File: src/rtl/char_buf_ctrl_if.sv
// Command, character-stream and buffer-write bundle for char_buf_ctrl.
//   cmd_*  : command request from game-state logic (valid/ready handshake)
//   char_* : character stream for WRITE (valid/ready handshake, last marks end)
//   wr_*   : write port of the 16x16 character buffer RAM
// master = command/stream source side, slave = controller side.
interface char_buf_ctrl_if;
  localparam int unsigned ADDR_W = 8;
  localparam int unsigned CODE_W = 7;

  logic              cmd_valid;
  logic              cmd_ready;
  logic [1:0]        cmd_op;
  logic [ADDR_W-1:0] cmd_xy;
  logic [CODE_W-1:0] cmd_code;

  logic              char_valid;
  logic              char_ready;
  logic [CODE_W-1:0] char_code_in;
  logic              char_last;

  logic              wr_en;
  logic [ADDR_W-1:0] wr_addr;
  logic [CODE_W-1:0] wr_data;

  modport master (
    output cmd_valid, cmd_op, cmd_xy, cmd_code,
    output char_valid, char_code_in, char_last,
    input  cmd_ready, char_ready,
    input  wr_en, wr_addr, wr_data
  );

  modport slave (
    input  cmd_valid, cmd_op, cmd_xy, cmd_code,
    input  char_valid, char_code_in, char_last,
    output cmd_ready, char_ready,
    output wr_en, wr_addr, wr_data
  );
endinterface

File: src/rtl/char_buf_ctrl.sv
// Character-buffer write controller: runs CLEAR / FILL / WRITE commands against
// the 16x16 overlay character buffer, writing only while vblank is high.
// Ports:
//   clk    : clock
//   rst    : asynchronous active-low reset
//   vblank : write window (high during vertical blanking)
//   bus    : command, character stream and buffer write port (slave side)
//   busy   : high whenever the controller is not idle
//   done   : one-cycle pulse when a command completes
module char_buf_ctrl #(
  parameter logic [6:0] BLANK_CODE = 7'h20
) (
  input  logic           clk,
  input  logic           rst,
  input  logic           vblank,
  char_buf_ctrl_if.slave bus,
  output logic           busy,
  output logic           done
);

  localparam int unsigned ADDR_W = 8;
  localparam int unsigned CODE_W = 7;

  localparam logic [1:0] OP_NOP   = 2'b00;
  localparam logic [1:0] OP_CLEAR = 2'b01;
  localparam logic [1:0] OP_FILL  = 2'b10;
  localparam logic [1:0] OP_WRITE = 2'b11;

  typedef enum logic [1:0] {
    ST_IDLE,
    ST_FILLING,
    ST_WRITING,
    ST_DONE
  } state_t;

  state_t            state_q, state_d;
  logic [ADDR_W-1:0] addr_q, addr_d;
  logic [CODE_W-1:0] data_q, data_d;
  logic              ready_q;
  logic              issue_c;
  logic [CODE_W-1:0] wdata_c;

  // Handshake readies depend only on state and vblank; ready_q keeps cmd_ready
  // low until the first clock after reset release.
  assign bus.cmd_ready  = ready_q && (state_q == ST_IDLE);
  assign bus.char_ready = vblank && (state_q == ST_WRITING);

  // State and datapath registers.
  always_ff @(posedge clk or negedge rst) begin
    if (!rst) begin
      state_q <= ST_IDLE;
      addr_q  <= '0;
      data_q  <= '0;
      ready_q <= 1'b0;
    end else begin
      state_q <= state_d;
      addr_q  <= addr_d;
      data_q  <= data_d;
      ready_q <= 1'b1;
    end
  end

  // Next-state, address stepping and write issue.
  always_comb begin
    state_d = state_q;
    addr_d  = addr_q;
    data_d  = data_q;
    issue_c = 1'b0;
    wdata_c = data_q;

    case (state_q)
      ST_IDLE: begin
        if (bus.cmd_valid && bus.cmd_ready) begin
          case (bus.cmd_op)
            OP_NOP: begin
              state_d = ST_DONE;
            end
            OP_CLEAR: begin
              state_d = ST_FILLING;
              data_d  = BLANK_CODE;
              addr_d  = '0;
            end
            OP_FILL: begin
              state_d = ST_FILLING;
              data_d  = bus.cmd_code;
              addr_d  = '0;
            end
            OP_WRITE: begin
              state_d = ST_WRITING;
              addr_d  = bus.cmd_xy;
            end
            default: state_d = ST_IDLE;
          endcase
        end
      end

      ST_FILLING: begin
        // Whole buffer sweep; stops after cell 255 instead of wrapping.
        if (vblank) begin
          issue_c = 1'b1;
          addr_d  = ADDR_W'(addr_q + 8'd1);
          if (addr_q == '1) begin
            state_d = ST_DONE;
          end
        end
      end

      ST_WRITING: begin
        // Address wraps modulo 256 so a string may run past cell 255.
        if (bus.char_valid && bus.char_ready) begin
          issue_c = 1'b1;
          wdata_c = bus.char_code_in;
          addr_d  = ADDR_W'(addr_q + 8'd1);
          if (bus.char_last) begin
            state_d = ST_DONE;
          end
        end
      end

      ST_DONE: begin
        state_d = ST_IDLE;
      end

      default: state_d = ST_IDLE;
    endcase
  end

  // Registered buffer write port and status outputs.
  always_ff @(posedge clk or negedge rst) begin
    if (!rst) begin
      bus.wr_en   <= 1'b0;
      bus.wr_addr <= '0;
      bus.wr_data <= '0;
      busy        <= 1'b0;
      done        <= 1'b0;
    end else begin
      bus.wr_en <= issue_c;
      if (issue_c) begin
        bus.wr_addr <= addr_q;
        bus.wr_data <= wdata_c;
      end
      busy <= (state_d != ST_IDLE);
      done <= (state_q == ST_DONE);
    end
  end

endmodule

File: src/flat_wrapper.sv
// flat-port wrapper written by rule: the top's interface ports become plain ports
module char_buf_ctrl_flat 
#(
  parameter logic [6:0] BLANK_CODE = 7'h20
)
  (clk, rst, vblank, busy, done, bus_cmd_valid, bus_cmd_op, bus_cmd_xy, bus_cmd_code, bus_char_valid, bus_char_code_in, bus_char_last, bus_cmd_ready, bus_char_ready, bus_wr_en, bus_wr_addr, bus_wr_data);
  char_buf_ctrl_if bus_i ();
  input  logic clk;
  input  logic rst;
  input  logic vblank;
  output logic busy;
  output logic done;
  input wire logic [$bits(bus_i.cmd_valid)-1:0] bus_cmd_valid;
  input wire logic [$bits(bus_i.cmd_op)-1:0] bus_cmd_op;
  input wire logic [$bits(bus_i.cmd_xy)-1:0] bus_cmd_xy;
  input wire logic [$bits(bus_i.cmd_code)-1:0] bus_cmd_code;
  input wire logic [$bits(bus_i.char_valid)-1:0] bus_char_valid;
  input wire logic [$bits(bus_i.char_code_in)-1:0] bus_char_code_in;
  input wire logic [$bits(bus_i.char_last)-1:0] bus_char_last;
  output wire logic [$bits(bus_i.cmd_ready)-1:0] bus_cmd_ready;
  output wire logic [$bits(bus_i.char_ready)-1:0] bus_char_ready;
  output wire logic [$bits(bus_i.wr_en)-1:0] bus_wr_en;
  output wire logic [$bits(bus_i.wr_addr)-1:0] bus_wr_addr;
  output wire logic [$bits(bus_i.wr_data)-1:0] bus_wr_data;
  assign bus_i.cmd_valid = bus_cmd_valid;
  assign bus_i.cmd_op = bus_cmd_op;
  assign bus_i.cmd_xy = bus_cmd_xy;
  assign bus_i.cmd_code = bus_cmd_code;
  assign bus_i.char_valid = bus_char_valid;
  assign bus_i.char_code_in = bus_char_code_in;
  assign bus_i.char_last = bus_char_last;
  assign bus_cmd_ready = bus_i.cmd_ready;
  assign bus_char_ready = bus_i.char_ready;
  assign bus_wr_en = bus_i.wr_en;
  assign bus_wr_addr = bus_i.wr_addr;
  assign bus_wr_data = bus_i.wr_data;
  char_buf_ctrl #(.BLANK_CODE(BLANK_CODE)) u_core (.clk(clk), .rst(rst), .vblank(vblank), .bus(bus_i), .busy(busy), .done(done));
endmodule
File: config.mk
export PLATFORM = sky130hd
export DESIGN_NAME = char_buf_ctrl_flat
export DESIGN_NICKNAME = d
export VERILOG_FILES = /design/src/rtl/char_buf_ctrl_if.sv /design/src/rtl/char_buf_ctrl.sv /design/src/flat_wrapper.sv
export SDC_FILE = /design/constraint.sdc
export NUM_CORES = 1
export LEC_CHECK = 0
export CAP_MARGIN = 20
export CORE_ASPECT_RATIO = 1.4
export CORE_MARGIN = 3
export CORE_UTILIZATION = 62
export DETAILED_ROUTE_END_ITERATION = 8
export DONT_BUFFER_PORTS = 1
export GPL_TIMING_DRIVEN = 1
export PLACE_DENSITY = 0.83
export SLEW_MARGIN = 20
export SYNTH_ARGS = -nofsm -noshare
export SYNTH_HDL_FRONTEND = slang
export SYNTH_SLANG_ARGS = --single-unit
File: constraint.sdc
create_clock -name clk -period 2.2 [get_ports clk]
set_clock_uncertainty 0.15 [all_clocks]
set_input_delay 0.55 -clock clk [delete_from_list [all_inputs] [get_ports clk]]
set_output_delay 0.55 -clock clk [all_outputs]
set_load 0.01 [all_outputs]
==> key figures, run 1 <==
Placed design
  • Dpl cells: 215
  • Placed Area: 1940 um^2
  • Pre-CTS WS: 65.2 ps
  • DPL Wire Length: 2.79 mm
  • I/O Buffers: 0
  • Placer Congestion: 0.904

Outcome
  • Outcome: completed

Setup path
  • Crit path max fanout: 5
  • Arrival time at the worst endpoint: 1380 ps
  • Worst endpoint required time: 1500 ps
  • Worst R2R Path Depth: 7
  • Crit path kind: reg -> out
  • Nature of the critical path endpoint: output pin
  • Startpoint Class: register

STA
  • Final hold viol count: 0
  • Fin crit share: 94.6%
  • Post-route worst setup slack: 118 ps
  • Final Critical Period: 2080 ps
  • Slew Viols, Final: 0
  • Setup violations, final: 0
  • Fmax: 480 MHz

Pwr
  • Sw Share: 40.3%
  • Power Dens Cells: 1460 nW/um^2
  • Switching power: 1210 uW
  • Seq pwr share: 42.8%
  • Leakage power: 0.000978 uW
  • Combinational share of power: 44.3%
  • Worst vdd ir: 0.00108 V
  • Internal power: 1790 uW
  • Clk pwr share: 12.9%

Yosys
  • Synth cell count leaders: dfrtp_1 (36), nand2_1 (30), o21ai_0 (16), nand3_1 (13), ha_1 (11)
  • Sequential area share after synthesis: 48.3%
  • Distinct cells, synth: 39
  • Synth top area cells: dfrtp_1 (48%), ha_1 (7.4%), nand2_1 (6.0%)
  • Largest area contributor in the netlist: dfrtp_1
  • Syn Nets: 220
  • #FFs+latches synth: 36
  • Post-synth ARST share: 100%
  • Avg Cell Area, Syn: 10.4 um^2
  • Synthesized cell area: 1870 um^2
  • Mapped Cells: 179
  • Number of enable flip-flop cells after synthesis: 0
  • Post-synth top area share: 48.3%
  • Most common cell in the netlist: dfrtp_1
  • Yosys warns: 0
  • Commonest register cell after synthesis: dfrtp_1

Global routing
  • First-pass GRT wire length: 6.38 mm
  • Vias in the first global route: 1,426
  • GR Overflow Total: 0
  • Initial antenna violation count: 0
  • GRT Total Usage: 23.6%
  • Largest net degree at the start of global routing: 37

Route
  • Post-DRT Antenna Nets: 0
  • Routed wire length: 3.91 mm
  • Vias per std cell: 6.05
  • Per-cell routed wire length: 17.3 um
  • DR vias: 1,368
  • Initial DRT Pass Iterations: 4
  • DRC violations left: 0
  • Initial DRC Count: 59

Run
  • Max-cap violations: 0

Floorplan
  • Die span in x: 52.4 um
  • Die Area: 3710 um^2
  • Starting Density: 67.8%
  • I/O pins: 50
  • Vert. Die Dim: 70.9 um
  • Core Area: 2750 um^2
  • # rows: 22

Finish
  • # fillers: 188
  • Post-layout nets: 231
  • Ratio of cells with drive above 1 in the final layout: 16.8%
  • Design area: 2050 um^2
  • Final std cells w/o fill: 226
  • # diodes: 0
  • Sequential Area: 902 um^2
  • Layout area overhead: 9.85%
  • Multi-input gate area: 917 um^2

CTS
  • CTS tree: done
  • CTS root buf: clkbuf_4
  • CTS Buffer Depth: 2
  • CTS H-tree lvls: 2
  • TritonCTS buffer count: 5
  • CTS sink count: 36
  • Clk pin slew, worst setup/hold paths: 90 ps
  • Clk Latency, worst-skew pair: 350 ps

Min path
  • Worst min path class: in -> reg
  • Hold depth: 2
-- flip-flops by register name, indices dropped and copies added, names as in the netlist --
register,cells
u_core.bus.wr_data,7
u_core.busy,1
u_core.done,1
u_core.addr_q,8
u_core.data_q,7
u_core.bus.wr_addr,8
u_core.state_q,2
u_core.bus.wr_en,1
u_core.ready_q,1
-- per-stage QoR --
| step | setup TNS (ps) | total power [uW] | util [%] | hold WS [ps] |
|---|---|---|---|---|
| after floorplan | 0 | 2220 | - | 104 |
| after global placement | 0 | 2430 | 70.4 | 105 |
| after detailed placement | 0 | 2550 | 70.4 | 105 |
| after CTS | 0 | 2970 | 73.8 | 178 |
| after global routing | -13.9 | 3250 | 74.5 | 179 |
| final | 0 | 3000 | 74.5 | 199 |
-- placed cells by master, fill, tap and decap left out, types with 2 or more instances in the layout --
master      n
nand3_1    13
o21ai_0    16
or2_2       2
and4_1      2
nor2b_1     4
nand4b_1    2
a2bb2oi_1   2
mux2i_1    10
clkbuf_4    5
dfrtp_1    35
buf_12      2
buf_4       7
clkbuf_8    2
a21oi_1     3
nor2_1      4
nand2b_1    3
and2_1      3
inv_1       5
nand2_1    30
ha_1       10
mux2_2      8
-- logic make-up after synthesis --
| family | synth area share, % |
|---|---|
| compound gates | 11.7 |
| fa+ha+maj | 7.37 |
| flops | 48.3 |
| mux | 10.2 |
| simple gates | 19.6 |
| buf+inv | 2.75 |
| other cells | 0.201 |
-- critical path, cell delays in order, from the launching register on --
cell and delay (ps):
dfrtp_2 430, inv_1 140, ha_1 270, and2_1 210
-- timing repair --
action / in CTS / in global routing
hold buffers: 2 / 0
hold endpoints to repair: 36 / 0
setup endpoints to repair: 0 / 8
buffers inserted: 0 / 2
gates resized for setup: 0 / 2
-- metal layers --
| metal | track usage [%] | vias up | wire length [um] |
|---|---|---|---|
| met5 | 0 | - | 0 |
| met3 | 8.84 | 4 | 288 |
| met1 | 25.6 | 668 | 1510 |
| met4 | 11.1 | 0 | 65 |
| met2 | 39.4 | 46 | 2050 |
| li1 | - | 650 | - |
-- path summary, 6_finish.rpt --
path	from	to	slack (ps)
max reg2reg	u_core.state_q[0]	u_core.addr_q[5]	150
min reg2reg	u_core.data_q[3]	u_core.data_q[3]	350
min in group asynchronous	rst	u_core.bus.wr_addr[5]	520
max	u_core.state_q[0]	bus_char_ready	120
min	bus_cmd_code[1]	u_core.data_q[1]	200
max in group asynchronous	rst	u_core.state_q[0]	1190
-- layout make-up --
cell class	count	area share, %
Clock buffer	7	3.17
Inverter	5	0.915
Multi-Input combinational cell	132	44.7
Timing Repair Buffer	10	5.00
Tap cell	36	2.20
Sequential cell	36	44.0
-- power groups by stage --
| stage | clock network (uW) | logic [uW] | registers (uW) |
|---|---|---|---|
| after floorplan | 0 | 994 | 1220 |
| after global placement | 0 | 1160 | 1280 |
| after detailed placement | 0 | 1250 | 1300 |
| after CTS | 404 | 1280 | 1290 |
| after global routing | 436 | 1490 | 1330 |
| final | 386 | 1330 | 1280 |
(Power assumes the default switching activity.)
==> run 2, diff against run 1 <==
SLEW_MARGIN = 15   (was 20)
TNS_END_PERCENT = 30   (was unset)
==> results of run 2 <==
The final DEF is identical to that of run 1; final timing and power are the same.
==> run 3, diff against run 2 <==
RECOVER_POWER = 25   (was unset)
SLEW_MARGIN = 20   (was 15)
==> run 3 against run 2 <==
  * Non-clock buffer count stayed put
  * Core utilization decreased by 0.55 points
  * Global-route usage stayed put
  * Combinational power hardly changed
  * First-iteration DRC count down 20%
  * Total power about the same
  * Critical path type unchanged
  * Largest cell class unchanged
  * Highest routed layer unchanged
==> key figures, run 3 (synthesized netlist as in run 1, its figures left out) <==
Min path
  • Endpoint, Worst Hold: u_core.data_q[1]
  • Hold_sp: bus_cmd_code[1]
  • Worst min path class: in -> reg
  • Hold depth: 2

Finish
  • Design area: 2040 um^2
  • Post-layout nets: 231
  • Final std cells w/o fill: 226
  • Biggest regs: u_core.addr_q: 8 flops, u_core.bus.wr_addr: 8 flops
  • Most common cell after layout, fill and taps aside: dfrtp_1
  • # diodes: 0
  • Layout area overhead: 9.05%
  • # fillers: 190
  • Commonest non-fill, non-tap cells in the layout: dfrtp_1 (35), nand2_1 (30), o21ai_0 (16)
  • Ratio of cells with drive above 1 in the final layout: 16.8%

Global routing
  • Met1 Use GR: 25.6%
  • GRT Total Usage: 23.6%
  • Initial antenna violation count: 0
  • GR Util met2: 39.4%
  • GR Util met3: 8.84%
  • First-pass GRT wire length: 6.38 mm
  • Largest net degree at the start of global routing: 37
  • GR Overflow Total: 0
  • Vias in the first global route: 1,426
  • Grt peak-use layer: met2

Route
  • Initial DRC Count: 47
  • Per-cell routed wire length: 17.2 um
  • DRC violations left: 0
  • Vias per std cell: 6.08
  • DR vias: 1,375
  • Initial DRT Pass Iterations: 4
  • Post-DRT Antenna Nets: 0
  • Routed wire length: 3.90 mm

Placed design
  • Dpl cells: 215
  • I/O Buffers: 0
  • Placer Congestion: 0.904
  • Placed Area: 1940 um^2
  • DPL Wire Length: 2.79 mm

Outcome
  • Outcome: completed

STA
  • Worst Tran Pin Value: 867 ps
  • Fmax: 478 MHz
  • Final hold viol count: 0
  • Slew Viols, Final: 0
  • Final Critical Period: 2090 ps
  • Setup violations, final: 0
  • Slew Limit Headroom: 42.2%
  • Fin crit share: 95.1%

Floorplan
  • Core Area: 2750 um^2
  • I/O pins: 50
  • Die Area: 3710 um^2
  • # rows: 22
  • Vert. Die Dim: 70.9 um
  • Die span in x: 52.4 um
  • Starting Density: 67.8%

Setup path
  • Worst flop-to-flop path startpoint: u_core.state_q[0]
  • R2R setup slack: 140 ps
  • Nature of the critical path endpoint: output pin
  • Reg-to-Reg End: u_core.addr_q[5]
  • Arrival time at the worst endpoint: 1390 ps
  • Crit path kind: reg -> out
  • Worst endpoint required time: 1500 ps
  • Startpoint Class: register
  • Worst R2R Path Depth: 7
  • Crit path max fanout: 5

CTS
  • CTS root buf: clkbuf_4
  • CTS sink count: 36
  • CTS H-tree lvls: 2
  • CTS tree: done
  • Clk pin slew, worst setup/hold paths: 100 ps
  • CTS Buffer Depth: 2
  • TritonCTS buffer count: 5
  • Clk Latency, worst-skew pair: 350 ps

Pwr
  • Power Dens Cells: 1470 nW/um^2
  • Leakage power: 0.000973 uW
  • Worst vdd ir: 0.00108 V
  • Switching power: 1210 uW
  • Internal power: 1780 uW
  • Sw Share: 40.4%
  • Combinational share of power: 44.1%
  • Power, Total: 3000 uW
  • Clk pwr share: 13.1%
  • Seq pwr share: 42.8%

Run
  • Max-cap violations: 0
[run 3: changes by cell type in the layout (fill, tap and decap cells not counted), sizes merged]
cell	change
clkbuf	+1
buf	-1
[run 3: worst max-delay path by stage]
stage | from | endpoint | slack (ps) | depth (start not counted)
CTS | u_core.state_q[1] | bus_cmd_ready | 50 | 3
global placement | bus_cmd_op[0] | u_core.addr_q[5] | 100 | 7
finish | u_core.state_q[0] | bus_char_ready | 110 | 3
detailed placement | u_core.state_q[0] | u_core.addr_q[5] | 70 | 7
floorplan | bus_cmd_op[0] | u_core.addr_q[2] | 80 | 7
global route | u_core.state_q[0] | u_core.addr_q[6] | -10 | 7
[run 3: power groups by stage]
stage	clock (uW)	combinational [uW]	sequential [uW]
finish	391	1320	1280
global route	436	1480	1330
CTS	404	1280	1290
detailed placement	0	1250	1300
global placement	0	1160	1280
floorplan	0	994	1220
[run 3: area by class of cell]
cell class | count | area (um^2) | area share, %
Multi-Input combinational cell | 132 | 917 | 45.1
Sequential cell | 36 | 902 | 44.3
Inverter | 5 | 18.8 | 0.922
Tap cell | 36 | 45.0 | 2.21
Clock buffer | 7 | 65.1 | 3.20
Timing Repair Buffer | 10 | 87.6 | 4.30
[run 3: metrics by stage]
| step | TNS (ps) | setup WS (ps) | hold WS, ps | util, % |
|---|---|---|---|---|
| detailed placement | 0 | 65.2 | 105 | 70.4 |
| CTS | 0 | 49.3 | 178 | 73.8 |
| floorplan | 0 | 80.4 | 104 | - |
| finish | 0 | 107 | 190 | 74.0 |
| global route | -13.9 | -13.9 | 179 | 74.0 |
| global placement | 0 | 104 | 105 | 70.4 |
[run 3: timing repair]
item | 4_1_cts | 5_1_grt
hold buffers | 2 | 0
setup buffers | 0 | 2
endpoints found under the hold margin | 36 | 0
setup endpoints to repair | 0 | 8
gates resized for setup | 0 | 2
[run 3: worst max-delay path: stages (launching register included)]
cell and delay [ps]:
dfrtp_2 430, inv_1 140, ha_1 270, and2_1 210
[run 3: metal layers]
layer / vias up / wire, um
met4: 0 / 71
met3: 4 / 318
met2: 52 / 2030
met1: 669 / 1470
met5: - / 0
li1: 650 / -
